==> config.mk <==
export PLATFORM = sky130hd
export DESIGN_NAME = clock_period_meter
export DESIGN_NICKNAME = d
export VERILOG_FILES = /design/src/rtl/clock_period_meter.sv
export SDC_FILE = /design/constraint.sdc
export NUM_CORES = 1
export LEC_CHECK = 0
export BUFFER_PORTS_ARGS = -buffer_cell sky130_fd_sc_hd__buf_4
export CAP_MARGIN = 20
export CORE_UTILIZATION = 58
export DETAILED_ROUTE_END_ITERATION = 7
export MAX_ROUTING_LAYER = met4
export PLACE_DENSITY = 0.79
export SYNTH_ARGS = -nofsm -noshare
export SYNTH_HDL_FRONTEND = slang
export SYNTH_SLANG_ARGS = --single-unit
==> constraint.sdc <==
create_clock -name clk_i -period 4.15 [get_ports clk_i]
set_input_delay 0.2075 -clock clk_i [delete_from_list [all_inputs] [get_ports clk_i]]
set_output_delay 0.2075 -clock clk_i [all_outputs]
set_load 0.05 [all_outputs]
==> src/rtl/clock_period_meter.sv <==
// clock_period_meter
//   Measures a slow clock or tick input (sig_i) in units of clk_i cycles.
//   Each completed sig_i cycle (rising edge to rising edge) produces a
//   period and high-time measurement together with a one-cycle valid strobe.
//   A missing rising edge for TIMEOUT cycles is flagged as a stall.
//
// Parameters
//   W        width of the cycle counter and of the measurement outputs
//   TIMEOUT  cycles without a sig_i rising edge before a stall is declared
//            (3 .. 2^W-1, so the counter never wraps before reaching it)
//
// Ports
//   clk_i      in   system clock
//   rst_i      in   asynchronous reset, active high
//   en_i       in   measurement enable (clk_i domain)
//   sig_i      in   signal under test, asynchronous to clk_i
//   period_o   out  clk_i cycles between the last two sig_i rising edges
//   high_o     out  clk_i cycles sig_i was high in the last completed period
//   valid_o    out  one-cycle pulse when period_o/high_o update
//   timeout_o  out  level, no rising edge seen for TIMEOUT cycles
//   locked_o   out  level, at least one valid measurement since (re)arm

module clock_period_meter #(
  parameter int unsigned W       = 32,
  parameter int unsigned TIMEOUT = 1000000
) (
  input  logic         clk_i,
  input  logic         rst_i,
  input  logic         en_i,
  input  logic         sig_i,
  output logic [W-1:0] period_o,
  output logic [W-1:0] high_o,
  output logic         valid_o,
  output logic         timeout_o,
  output logic         locked_o
);

  typedef enum logic [1:0] {
    IDLE      = 2'd0,
    WAIT_EDGE = 2'd1,
    MEASURE   = 2'd2
  } state_t;

  localparam logic [W-1:0] TIMEOUT_C = W'(TIMEOUT);
  localparam logic [W-1:0] CNT_MAX   = '1;
  localparam logic [W-1:0] CNT_ONE   = W'(1);

  state_t       state;
  logic         s1, s2, s3;
  logic [W-1:0] cnt;
  logic [W-1:0] hi_tmp;
  logic         rise;
  logic         fall;

  // s1/s2 resolve metastability; s3 is the previous synchronized value used
  // for edge detection. rise and fall can never be true together.
  assign rise = s2 & ~s3;
  assign fall = ~s2 & s3;

  // NOTE: every register here is updated with <= so all of them sample the
  // values from before the edge; blocking assignments would let later
  // statements see half-updated state.
  always_ff @(posedge clk_i or posedge rst_i) begin
    if (rst_i) begin
      state     <= IDLE;
      s1        <= 1'b0;
      s2        <= 1'b0;
      s3        <= 1'b0;
      cnt       <= '0;
      hi_tmp    <= '0;
      period_o  <= '0;
      high_o    <= '0;
      valid_o   <= 1'b0;
      timeout_o <= 1'b0;
      locked_o  <= 1'b0;
    end else begin
      s1 <= sig_i;
      s2 <= s1;
      s3 <= s2;

      // valid_o is a strobe: low unless a measurement completes this cycle.
      valid_o <= 1'b0;

      if (!en_i) begin
        // Disable wins over everything; measurements hold their last value.
        state     <= IDLE;
        cnt       <= '0;
        locked_o  <= 1'b0;
        timeout_o <= 1'b0;
      end else begin
        // Cycle counter: restarts at 1 on the rise cycle so that the value
        // seen on the next rise equals the period; saturates, never wraps.
        if (state == IDLE) begin
          cnt <= '0;
        end else if (rise) begin
          cnt <= CNT_ONE;
        end else if (cnt != CNT_MAX) begin
          cnt <= cnt + CNT_ONE;
        end

        // High time is captured at the fall, relative to the last rise.
        if (state == MEASURE && fall) begin
          hi_tmp <= cnt;
        end

        case (state)
          IDLE: begin
            locked_o  <= 1'b0;
            timeout_o <= 1'b0;
            state     <= WAIT_EDGE;
          end

          WAIT_EDGE: begin
            // The first rise only arms the meter; a stall takes priority.
            if (cnt == TIMEOUT_C) begin
              timeout_o <= 1'b1;
            end else if (rise) begin
              state <= MEASURE;
            end
          end

          MEASURE: begin
            if (cnt == TIMEOUT_C) begin
              state     <= WAIT_EDGE;
              timeout_o <= 1'b1;
              locked_o  <= 1'b0;
            end else if (rise) begin
              period_o  <= cnt;
              high_o    <= hi_tmp;
              valid_o   <= 1'b1;
              locked_o  <= 1'b1;
              timeout_o <= 1'b0;
            end
          end

          default: state <= IDLE;
        endcase
      end
    end
  end

endmodule

### Yosys cells after proc, flatten, opt, wreduce, memory -nomap -nowiden

Cells that the tools add are included.

* flip-flop bits (word level): 136
* output and inout port bits: 67
* word-level logic and storage cells: 58

* $add $sub $neg: 1
* equal/unequal tests: 12
* multiplexer cells: 22
* bitwise logic cells: 5
* reduce and logical (&&, ||, !) cells: 7

Operator list (count)
* $mux W32: 4
* $add A32 B1 Y32 const B: 1
* $eq A32 B20 Y1 const B: 1
* $ne A32 B32 Y1 const B: 1
* $mux W1: 11
* $ne A3 B3 Y1 const B: 3
* $mux W2: 4
* $ne A4 B1 Y1 const B: 2
* $pmux W2 S3: 1
* $reduce_and A3 Y1: 2
* $ne A4 B3 Y1 const B: 1
* $reduce_and A2 Y1: 2
* $reduce_and A4 Y1: 1
* $ne A3 B1 Y1 const B: 1
* $ne A3 B2 Y1 const B: 1
* $not A1 Y1: 3
* $pmux W1 S3: 1
* $and A1 B1 Y1: 2
* $eq A2 B1 Y1 const B: 1
* $eq A2 B2 Y1 const B: 1
* $logic_not A2 Y1: 1
* $pmux W1 S2: 1
* $logic_and A1 B1 Y1: 1

### Longest topological paths before layout

* word-level depth: 6
* depth in mapped cells: 9
* depth with buffers taken out: 7

### Least setup slack after synthesis

Ideal clock, no wire load.

* kind: register to register
* from: reg cnt[0]
* to: reg high_o[0]
* library setup time: 0.125 ns
* arrival: 1.987 ns
* data required time: 4.025 ns
* slack: 2.037 ns
* stages on the path, launching flop included: 10
* path buffers: 2
* period minus slack after synthesis: 2.113 ns
* cells stage by stage: dfrtp_1 inv_1 ha_1 nor4bb_1 nand4_1 nor2_2 or4_4 buf_6 buf_6 mux2_4

* word-level cells in the longest chain between the ends: 3

Ends and longest elaborated chain
* start: declaration: line 50 `logic [W-1:0] cnt;`
* start signal: assignment: line 98 `cnt <= cnt + CNT_ONE;`
* $eq A32 B20 Y1: line 123 `if (cnt == TIMEOUT_C) begin`
* $not A1 Y1 (no source line)
* $reduce_and A4 Y1 (no source line)
* end signal: assignment: line 129 `high_o <= hi_tmp;`
* end: declaration: line 32 `output logic [W-1:0] high_o,`

No other way between the ends.
A chain may end at the register's enable or synchronous reset.

### Worst setup path in the final report

* from: reg cnt[0]
* to: reg period_o[20]

* word-level cells in the longest chain between the ends: 3

Ends and longest elaborated chain
* $eq A32 B20 Y1: line 123
* $not A1 Y1 (no source line)
* $reduce_and A4 Y1 (no source line)
* end signal: assignment: line 128 `period_o <= cnt;`
* end: declaration: line 31 `output logic [W-1:0] period_o,`

No other way between the ends.

==> results.md <==
* Combinational Power Share at 0.101
* CTS Buf Count at 17
* Skew final at roughly 0.0085 ns
* Total gr overflow at 0
* Fmax at ~350 MHz
* Fin. Hold Viols at 0
* Global Route Usage Sum at 0.2583
* Area of the multi-input gates at between 2000 and 2500 um^2
* Area Growth Syn to Fin at 20.28%
* Max Cap Viol at 0
* Number of distinct library cells after synthesis at 48
* CTS resizes at 0
* Ant diodes at 0
* Ports at between 70 and 80
* Chip width at between 100 and 150 um
* Post-synthesis mux area share at 0.1983
* Post-synth EDFFs at 0
* Yosys Warn Count at 0
* Final ANT Viol Nets at 0
* Share of cells above drive strength 1 at 0.3682
* Power density cells at between 400 and 500 nW/um^2
* Largest net degree at the start of global routing at between 100 and 150
* Fill cells at a little over 700
* Antenna violations before repair at 0
* Synthesis-stage register bit count at roughly 140
* Max FO, Critical Path at 33
* R2R Setup Slk at between 1 and 1.5 ns
* Storage element area at about 3400 um^2
* Internal power component at between 2 and 3 mW
* Area fraction of the dominant cell type after synthesis at 0.5584
* Final worst path period need at around 2.9 ns
* Rows at 37
* CTS tree: done
* Worst R2R Path Depth at 8
* Largest cells by area after synthesis: dfrtp_1 (56%), mux2_4 (12%), mux2_2 (7.8%), o21ai_0 (2.8%), or3_1 (2.6%)
* Area of the mapped netlist at between 6000 and 7000 um^2
* Clock Latency Late Sink at about 0.53 ns
* Worst setup SP type: flip-flop
* Seq/Total Area, Yosys at 0.5584
* Mean Syn Cell Area at approximately 13 um^2
* Most frequent cells in the layout: dfrtp_1 (136), buf_4 (73), mux2_4 (49)
* Clock Path Buffers at 2
* First-pass GRT wire length at between 20000 and 25000 um
* Starting Density at 0.5930
* Synth Area in Compound Gates at 0.07760
* Post-DP HPWL at between 8000 and 9000 um
* Post-synth top area cell: dfrtp_1
* Clock power frac at 0.479
* Final setup viols at 0
* Port Buffer Count at 70
* Setup TNS at 0 ns
* Simple-Gate Fraction of Synth Area at 0.1148
* Leakage at roughly 3.7 nW
* Fraction of registers with async set/reset at 1.000
* Status: complete, no violations
* Main synth FF type: dfrtp_1
* # DRC at 0
* Root Buffer: clkbuf_8
* Required @ worst endpoint at 4.56 ns
* Nets@finish at roughly 550
* Vias in the first global route at slightly above 4k
* Worst VDD drop at 0.0002645 V
* # H-tree levels at 4
* Final GP Congestion at 0.8759
* Clk sinks at roughly 140
* Drt total wl at ~13000 um
* Critical path endpoint category: flip-flop
* Combinational family with the most area after synthesis: multiplexers
* Commonest non-fill, non-tap cell in the layout: dfrtp_1
* CP arrival at 3.28 ns
* Setup WS pre-CTS at about 1.3 ns
* Sw Share at 0.2426
* Post-synthesis xor/xnor area fraction at 0.002874
* Critical path class: flip-flop to flip-flop
* RSZ-0062 raised after global routing: no
* Vias per cell at about 6.0
* Period utilisation layout at 0.6904
* Worst Slack Setup Final at ~1.3 ns
* Number of DRC markers in iteration 0 at 334
* Via Count at around 4.2k
* Die height at between 100 and 150 um
* Seq pwr share at 0.420
* Adder-cell area share of the yosys netlist at 0.01232
* Slew HR at 0.3933
* Actual slew at the worst max-slew pin at 0.9003 ns
* Hold path depth at 2
* Pins Over Slew Limit at 0
* Core Area at roughly 10000 um^2
* Pre-Repair DR Iteration Count at 5
* DR WL/cell at ~18 um
* Die ar. at 10920 um^2
* Clock-pin slew on the worst setup and hold paths at around 0.060 ns
* Syn_nets at between 400 and 500
* Hold Path Class: input port to flip-flop
* P_sw at 802.3 uW
* Cells after synthesis at approximately 470
## cells in the mapped netlist (3+ instances only)
master    count
a21oi_1      27
a31oi_1       3
and4_1        8
buf_2         5
buf_4         5
buf_6         6
clkbuf_1      6
dfrtp_1     136
ha_1          6
inv_1        15
mux2_2       42
mux2_4       49
nand2_1      23
nand3_1      11
nand4_1      14
nor2_1        6
nor4_1        7
o21ai_0      34
or3_1        25
or4_1         3
## through the flow
stage | hold WS (ns) | power [mW] | util | area, um^2 | instances
2_1_floorplan | 0.2389 | 1.645 | - | 6095 | 469
3_3_place_gp | 0.3179 | 1.716 | 0.6496 | 6676 | 655
3_5_place_dp | 0.3183 | 1.734 | 0.6496 | 6676 | 655
4_1_cts | 0.3082 | 3.324 | 0.7133 | 7331 | 690
5_1_grt | 0.3072 | 3.432 | 0.7133 | 7331 | 690
6_report | 0.3254 | 3.307 | 0.7133 | 7331 | 690
## power groups by stage
stage / sequential (mW) / clock (mW) / combinational [mW]
floorplan: 1.44 / 0 / 0.203
global placement: 1.41 / 0 / 0.309
detailed placement: 1.41 / 0 / 0.325
CTS: 1.39 / 1.61 / 0.331
global route: 1.39 / 1.68 / 0.364
finish: 1.39 / 1.59 / 0.334
## state kept, by name, indices dropped and copies added, names as in the netlist
signal     cells
state          2
hi_tmp        32
cnt           32
timeout_o      1
s2             1
locked_o       1
valid_o        1
period_o      32
s3             1
high_o        32
s1             1
## critical path, cell delays in order, from the launching register on
cell	delay, ns
dfrtp_1	0.43
inv_1	0.10
ha_1	0.16
nor4bb_1	0.26
nand4_1	0.21
nor2_2	0.32
or4_4	0.58
buf_12	0.33
mux2_4	0.33
## cell families (layout without fill, tap and decap cells)
group	after synthesis	after routing
AOI/OAI and AO/OA	80	80
muxes	91	91
and+or+nand+nor	115	115
adders and majority gates	6	6
buffers and inverters	39	124
DFF	136	136
xor gates and xnor gates	2	2
## area by class of cell
cell class                 count  share of cell area
sequential                   136              0.4642
timing repair buffer          77             0.08158
inverter                      15            0.008363
tap                          136             0.02321
clock buffer                  19             0.05752
multi-input combinational    294              0.3374
clock inverter                13             0.02765
## worst paths after layout
check	from	endpoint
max in group asynchronous	rst_i	cnt[17]
hold reg to reg	s1	s2
setup reg to reg	cnt[0]	period_o[20]
setup / recovery	cnt[0]	period_o[20]
hold / removal	sig_i	s1
min in group asynchronous	rst_i	period_o[4]
## metal layers
metal  GRT usage  share of wire  vias up
met5           -              0        -
met4     0.09898          0.020        0
met3     0.06140          0.049       31
met2      0.3969           0.49      144
met1      0.3339           0.44     2123
li1            -              -     1862
## timing repair
action,CTS,global route
endpoints found under the hold margin,104,0
setup buffers,0,0
hold buffers,3,0
No activity file was read; power rests on OpenSTA's default activity.
